$ cat config.mk
export PLATFORM = sky130hd
export DESIGN_NAME = bcd_serial_adder
export DESIGN_NICKNAME = d
export VERILOG_FILES = /design/src/rtl/bcd_serial_adder.sv
export SDC_FILE = /design/constraint.sdc
export NUM_CORES = 1
export LEC_CHECK = 0
export ABC_AREA = 1
export CAP_MARGIN = 20
export CORE_ASPECT_RATIO = 2
export CORE_MARGIN = 5
export CORE_UTILIZATION = 25
export CTS_CLUSTER_SIZE = 12
export DETAILED_ROUTE_END_ITERATION = 8
export DONT_BUFFER_PORTS = 1
export SKIP_LAST_GASP = 1
export SYNTH_ARGS = -nofsm -noshare
export SYNTH_HDL_FRONTEND = slang
export SYNTH_SLANG_ARGS = --single-unit
export TNS_END_PERCENT = 10
$ cat constraint.sdc
create_clock -name clk -period 4 [get_ports clk]
set_clock_uncertainty 0.2 [all_clocks]
set_input_delay 0.2 -clock clk [delete_from_list [all_inputs] [get_ports clk]]
set_output_delay 0.2 -clock clk [all_outputs]
set_load 0.01 [all_outputs]
$ cat src/rtl/bcd_serial_adder.sv
// Digit-serial packed-BCD adder: one decimal digit per clock, LSD first, start/busy/done handshake.
// Optional macro BCD_INVALID_CHECK_EN adds a registered `invalid` flag for non-BCD operand digits.
module bcd_serial_adder #(
    parameter int DIGITS = 4
) (
    input  logic                clk,
    input  logic                rst,
    input  logic                start,
    input  logic [4*DIGITS-1:0] a,
    input  logic [4*DIGITS-1:0] b,
    input  logic                cin,
    output logic                busy,
    output logic                done,
    output logic [4*DIGITS-1:0] sum,
    output logic                cout
`ifdef BCD_INVALID_CHECK_EN
    ,
    output logic                invalid
`endif
);

    localparam int W  = 4 * DIGITS;
    localparam int CW = (DIGITS > 1) ? $clog2(DIGITS) : 1;

    typedef enum logic [1:0] {
        ST_IDLE,
        ST_RUN,
        ST_DONE
    } state_t;

    state_t          state;
    logic [W-1:0]    a_q;
    logic [W-1:0]    b_q;
    logic [W-1:0]    shadow;
    logic [CW-1:0]   cnt;
    logic            carry;

    logic [3:0]      a_dig;
    logic [3:0]      b_dig;
    logic [4:0]      raw;
    logic [4:0]      raw_adj;
    logic [3:0]      s_dig;
    logic            c_dig;
    logic [W-1:0]    shadow_next;
    logic            last_digit;

    // Single digit adder; raw is 5 bits so 9+9+1=19 still takes the +6 correction.
    always_comb begin
        // NOTE: every always_comb output gets a default first, so no path can infer a latch.
        a_dig       = a_q[cnt*4 +: 4];
        b_dig       = b_q[cnt*4 +: 4];
        raw         = {1'b0, a_dig} + {1'b0, b_dig} + {4'b0000, carry};
        raw_adj     = raw + 5'd6;
        s_dig       = raw[3:0];
        c_dig       = 1'b0;
        if (raw > 5'd9) begin
            s_dig = raw_adj[3:0];
            c_dig = 1'b1;
        end
        shadow_next = shadow;
        shadow_next[cnt*4 +: 4] = s_dig;
        last_digit  = (cnt == CW'(DIGITS - 1));
    end

`ifdef BCD_INVALID_CHECK_EN
    logic any_invalid;

    always_comb begin
        any_invalid = 1'b0;
        for (int i = 0; i < DIGITS; i++) begin
            if (a_q[i*4 +: 4] > 4'd9 || b_q[i*4 +: 4] > 4'd9) begin
                any_invalid = 1'b1;
            end
        end
    end
`endif

    // NOTE: sequential state uses non-blocking assignments only, so all registers see pre-edge values.
    always_ff @(posedge clk or posedge rst) begin
        if (rst) begin
            // NOTE: the shadow result and operand copies are reset too, so an aborted run leaves nothing behind.
            state  <= ST_IDLE;
            a_q    <= '0;
            b_q    <= '0;
            shadow <= '0;
            cnt    <= '0;
            carry  <= 1'b0;
            busy   <= 1'b0;
            done   <= 1'b0;
            sum    <= '0;
            cout   <= 1'b0;
`ifdef BCD_INVALID_CHECK_EN
            invalid <= 1'b0;
`endif
        end else begin
            case (state)
                ST_IDLE: begin
                    done <= 1'b0;
                    if (start) begin
                        a_q   <= a;
                        b_q   <= b;
                        carry <= cin;
                        cnt   <= '0;
                        busy  <= 1'b1;
                        state <= ST_RUN;
                    end
                end
                ST_RUN: begin
                    shadow <= shadow_next;
                    carry  <= c_dig;
                    cnt    <= cnt + 1'b1;
                    if (last_digit) begin
                        // sum/cout change only here and hold until the next completion.
                        sum   <= shadow_next;
                        cout  <= c_dig;
                        busy  <= 1'b0;
                        done  <= 1'b1;
                        state <= ST_DONE;
`ifdef BCD_INVALID_CHECK_EN
                        invalid <= any_invalid;
`endif
                    end
                end
                ST_DONE: begin
                    done  <= 1'b0;
                    state <= ST_IDLE;
                end
                default: begin
                    busy  <= 1'b0;
                    done  <= 1'b0;
                    state <= ST_IDLE;
                end
            endcase
        end
    end

endmodule

# Yosys cells after proc, flatten, opt, wreduce, memory -nomap -nowiden
# Cells that the tools add are included.
# totals
reg_bits	72
latchBits	0
mem_bits_rw	0
mem_bits_ro	0
input_bits	36
output_inout_bits	19
n_memories	0
# classes
addsub	5
n_mul	0
div	0
order_cmp	1
eq_ne	5
shift	4
n_mux	15
n_bitwise	1
reduce_logical	7
# op_table
op	count
4-bit negator with 34-bit output	1
4-bit by 34-bit variable shift with 16-bit output, first input constant	1
4-bit by 34-bit variable part select with 16-bit output	1
16-bit by 5-bit variable part select with 4-bit output	2
16-bit bitwise mux	1
2-bit case mux with 2 select lines	2
2-bit AND reduction	4
1-bit 2-to-1 mux	6
2-bit 2-to-1 mux	3
4-bit by 4-bit adder with 5-bit output	1
5-bit by 1-bit adder with 5-bit output	1
5-bit by 4-bit greater-than comparator with 1-bit output, second input constant	1
4-bit by 3-bit adder with 4-bit output, second input constant	1
2-bit equality test, second input constant	2
4-bit 2-to-1 mux	1
2-bit != test, second input constant	2
1-bit case mux with 3 select lines	1
3-bit AND reduction	1
2-bit by 1-bit adder with 2-bit output, second input constant	1
2-bit by 1-bit equality test with 1-bit output, second input constant	1
2-bit zero test	1
1-bit case mux with 2 select lines	1
2-bit nonzero test	1
1-bit inverter	1

# Logic depth before layout (Yosys ltp)
# depth
ltp_word	7
mapped_depth	22
ltp_nobuf	20

# Least setup slack after synthesis
# No wires, ideal clock.
# synth_timing
path_kind	flip-flop to flip-flop
start	register cnt[0]
end	register sum[15]
setup_time_ns	0.065
t_arrival_ns	3.076
slack_ns	0.659
path_stages_with_launch	22
path_buffers	2
period_less_slack_ns	3.341
path_cell_list	dfrtp_1 -> inv_1 -> clkbuf_1 -> buf_2 -> nor2_1 -> o22ai_1 -> fa_1 -> fa_1 -> inv_1 -> nand2_1 -> nand2_2 -> ha_1 -> inv_1 -> nor2_1 -> a21oi_4 -> nand2_4 -> nand2_4 -> nand2_2 -> nand4_2 -> o21bai_2 -> nand2_1 -> nand2_1
# synth_between
elab_chain_len	7
# synth_lines
item	line_no	text
start, declared	35	logic [CW-1:0] cnt;
start signal, assigned	111	cnt <= cnt + 1'b1;
16-bit by 5-bit variable part select with 4-bit output (on tied branches)	50, 51	
4-bit by 4-bit adder with 5-bit output	52	raw = {1'b0, a_dig} + {1'b0, b_dig} + {4'b0000, carry};
5-bit by 1-bit adder with 5-bit output	52	
4-bit by 3-bit adder with 4-bit output or 5-bit by 4-bit greater-than comparator with 1-bit output (tied branches)	53, 56	
4-bit 2-to-1 mux	56	if (raw > 5'd9) begin
4-bit by 34-bit variable part select with 16-bit output	61	shadow_next[cnt*4 +: 4] = s_dig;
16-bit bitwise mux	61	
end signal, assigned	114	sum <= shadow_next;
end, declared	14	output logic [4*DIGITS-1:0] sum,
# Several ways; a longest one is shown, not always the timed one.
# A chain may end at the register's enable or synchronous reset.

# Worst setup path in the final report
# layout_timing
start	register cnt[1]
end	register sum[7]
# The elaborated chain is that of the path after synthesis.

==> flow_summary_export.csv <==
group,metric,value,unit
layout,post_route_cells_drive_above_1_share,9.35,%
global_route,grt_pass1_vias,3078,
floorplanning,dieWidth,94.5,µm
logic_synthesis,number_of_enable_type_register_cells_in_the_synthesized_netlist,0,
logic_synthesis,async_set_or_reset_register_ratio_after_synthesis,100,%
setup_path,largest_fanout_of_any_net_on_the_critical_path,12,
setup_path,timing.critical_path.to_type,"flip-flop",
flow_run,max_cap_viol_count,0,
floorplanning,placement_rows,61,
global_route,grt_first_pass_wirelength,15700,µm
routing,initial_drt_pass_iterations,4,
setup_path,reg2reg_setup_slack,0.35,ns
sta,timing_worst_slew_pin_value,0.856,ns
sta,rsz0062_at_grt,"no",
clock_network,numClockSinks,72,
placed_design,dp.final_hpwl,7540,µm
setup_path,critPathArrivalTime,3.72,ns
clock_network,cts.root.buffer_cell,"sky130_fd_sc_hd__clkbuf_16",
floorplanning,core_area,14000,µm²
sta,finalSetupTns,0,ns
worst_hold_path,holdPathStages,2,
logic_synthesis,synth-warning-count,0,
setup_path,reg2reg_depth,19,
routing,routed_via_density,4.42,
layout,most_common_cell_after_layout_fill_and_taps_aside,"sky130_fd_sc_hd__nand2_1",
routing,first_iter_violations,131,
worst_hold_path,timing.hold.worst_endpoint,"shadow[7]$_DFFE_PP0P_",
setup_path,rr_startpoint,"cnt[1]$_DFFE_PP0P_",
logic_synthesis,synth-main-ff-cell,"sky130_fd_sc_hd__dfrtp_1",
sta,final_max_slew_viol_count,0,
routing,drcViolationCount,0,
clock_network,post_cts.repair.setup_buffers,0,
clock_network,clk_transition_reported_paths,0.05,ns
sta,post-route-period-util,91.3,%
layout,final_net_count,535,
logic_synthesis,post_syn_area,3570,µm²
logic_synthesis,seq_area_frac_synth,50.5,%
logic_synthesis,synth_seq_cells,72,
global_route,grt.total_usage,12.3,%
clock_network,cts_tree,"done",
floorplanning,initial_core_util,25.6,%
clock_network,numCtsBuffers,9,
global_route,number_of_antenna_violations_at_the_first_check_in_global_routing,0,
layout,num-fill-cells,1490,
clock_network,cts_htree_levels,3,
clock_network,cts-root-to-sink-buffers,2,
routing,wl_per_cell,14.3,µm
layout,num_antenna_cells,0,
worst_hold_path,worst_min_path_start,"shadow[7]$_DFFE_PP0P_",
logic_synthesis,library_cells_used_by_synthesis,28,
sta,hold_violations,0,
routing,ant_nets,0,
sta,layout_min_cycle_time,3.65,ns
worst_hold_path,hp-class,"reg2reg",
floorplanning,area_of_the_die,16900,µm²
logic_synthesis,synth_nets,499,
global_route,grt_remaining_overflow,0,
sta,slew-limit-headroom,42.8,%
setup_path,rr_endpoint,"sum[7]$_DFFE_PP0P_",
routing,route.vias.total,3012,
setup_path,startpoint_type_of_the_worst_setup_path,"flip-flop",
global_route,grt_start_max_net_pins,40,
sta,maxClockFrequency,274,MHz
sta,setup_viol_count_final,0,
layout,area.growth.synth_to_final,24.2,%
floorplanning,ios,55,
outcome,run_status,"finished clean",
floorplanning,vertical_die_dimension,179,µm
placed_design,placement.io_buffers,0,
layout,layout_common_cells,"sky130_fd_sc_hd__nand2_1 (205), sky130_fd_sc_hd__dfrtp_1 (72), sky130_fd_sc_hd__dlygate4sd3_1 (34)",
setup_path,timing.critical_path.required,4.07,ns
routing,wl,9770,µm
logic_synthesis,synth.avg_cell_area,7.92,µm²
setup_path,start_to_end_type_of_the_worst_setup_path,"reg2reg",
clock_network,clk_latency,0.33,ns
logic_synthesis,post_synth_inst_count,451,
placed_design,gp_congestion,0.934,
layout,final_util,31.7,%
## Yosys cell counts (2+ instances only)
| library cell | n | share of area (%) |
|---|---|---|
| sky130_fd_sc_hd__a31oi_1 | 3 | 0.53 |
| sky130_fd_sc_hd__o22ai_1 | 11 | 1.9 |
| sky130_fd_sc_hd__nand2_2 | 7 | 1.2 |
| sky130_fd_sc_hd__inv_1 | 29 | 3.0 |
| sky130_fd_sc_hd__nand4_1 | 5 | 0.88 |
| sky130_fd_sc_hd__o21bai_2 | 2 | 0.63 |
| sky130_fd_sc_hd__dfrtp_1 | 72 | 50 |
| sky130_fd_sc_hd__inv_2 | 5 | 0.53 |
| sky130_fd_sc_hd__nand3_1 | 17 | 2.4 |
| sky130_fd_sc_hd__o21ai_0 | 24 | 3.4 |
| sky130_fd_sc_hd__nand2_1 | 205 | 22 |
| sky130_fd_sc_hd__nor2_1 | 27 | 2.8 |
| sky130_fd_sc_hd__o21ai_1 | 3 | 0.42 |
| sky130_fd_sc_hd__nor2_4 | 2 | 0.63 |
| sky130_fd_sc_hd__ha_1 | 10 | 3.5 |
| sky130_fd_sc_hd__fa_1 | 2 | 1.1 |
| sky130_fd_sc_hd__buf_2 | 5 | 0.70 |
| sky130_fd_sc_hd__clkbuf_1 | 10 | 1.1 |
| sky130_fd_sc_hd__nand2_4 | 2 | 0.63 |
| sky130_fd_sc_hd__o21ai_2 | 2 | 0.49 |
## worst max-delay path by stage
stage / from / slack, ns / end
2_1_floorplan: cnt[0]$_DFFE_PP0P_ / 0.66 / sum[15]$_DFFE_PP0P_
3_3_place_gp: cnt[1]$_DFFE_PP0P_ / 0.43 / sum[7]$_DFFE_PP0P_
3_5_place_dp: cnt[1]$_DFFE_PP0P_ / 0.32 / sum[7]$_DFFE_PP0P_
4_1_cts: cnt[1]$_DFFE_PP0P_ / 0.30 / sum[7]$_DFFE_PP0P_
5_1_grt: cnt[1]$_DFFE_PP0P_ / 0.05 / shadow[6]$_DFFE_PP0P_
6_report: cnt[1]$_DFFE_PP0P_ / 0.35 / sum[7]$_DFFE_PP0P_
## flip-flops by register name, summed over array words and instances (netlist names)
name,count
a_q,16
b_q,16
shadow,16
sum,16
cnt,2
state,2
busy,1
carry,1
cout,1
done,1
## through the flow
step           setup slack, ns  cells  hold slack [ns]  instance area [µm²]
6_report                 0.346    681            0.282                 4430
5_1_grt                 0.0475    681            0.303                 4430
4_1_cts                  0.295    681            0.284                 4430
3_5_place_dp             0.318    631           0.0882                 3790
3_3_place_gp             0.433    631           0.0696                 3790
2_1_floorplan            0.659    451            0.110                 3570
## kinds of logic (layout without fill, tap and decap cells)
kind of cell             after synthesis  after routing  share of synthesized area (%)
flip-flops                            72             72                           50.5
adder cells (fa/ha/maj)               12             12                           4.63
AND/OR/NAND/NOR                      268            268                           31.0
AO/OA/AOI/OAI                         49             49                           8.44
buffers and inverters                 50             91                           5.43
## critical path, cell delays in order (launching register included)
cell	delay [ns]
sky130_fd_sc_hd__dfrtp_1	0.57
sky130_fd_sc_hd__clkinvlp_4	0.32
sky130_fd_sc_hd__o21ai_0	0.14
sky130_fd_sc_hd__o22ai_1	0.11
sky130_fd_sc_hd__fa_1	0.46
sky130_fd_sc_hd__fa_1	0.40
sky130_fd_sc_hd__inv_1	0.07
sky130_fd_sc_hd__nand2_1	0.05
sky130_fd_sc_hd__nand2_2	0.10
sky130_fd_sc_hd__ha_1	0.18
sky130_fd_sc_hd__inv_1	0.06
sky130_fd_sc_hd__nor2_1	0.17
sky130_fd_sc_hd__a21oi_4	0.05
sky130_fd_sc_hd__nand2_4	0.09
sky130_fd_sc_hd__nand2_4	0.07
sky130_fd_sc_hd__nand2_2	0.10
sky130_fd_sc_hd__nand4_2	0.13
sky130_fd_sc_hd__o21bai_2	0.18
sky130_fd_sc_hd__nand2_1	0.08
sky130_fd_sc_hd__nand2_1	0.06
## layer usage
metal	vias to the layer above	global-route usage (%)	routed length, µm
met5	-	0	0
met1	1425	12.6	3500
met3	26	3.32	422
met2	74	22.4	5480
met4	0	6.45	370
li1	1487	-	-
## cell type report
cell class / count / area, µm² / area share (%)
clock inverter: 3 / 40.0 / 0.903
inverter: 35 / 135 / 3.05
sequential: 72 / 1800 / 40.6
clock buffer: 13 / 260 / 5.87
tap: 189 / 236 / 5.33
timing repair buffer: 40 / 385 / 8.69
multi-input combinational: 329 / 1580 / 35.5
## timing repair
action                                  CTS  global route
hold buffers                             34             0
gates resized for setup                   0             1
hold endpoints to repair                 71             0
endpoints found under the setup margin    0             2
Power is not shown: default switching activity piles up to over one toggle a cycle in this logic, so the estimate is an artifact.
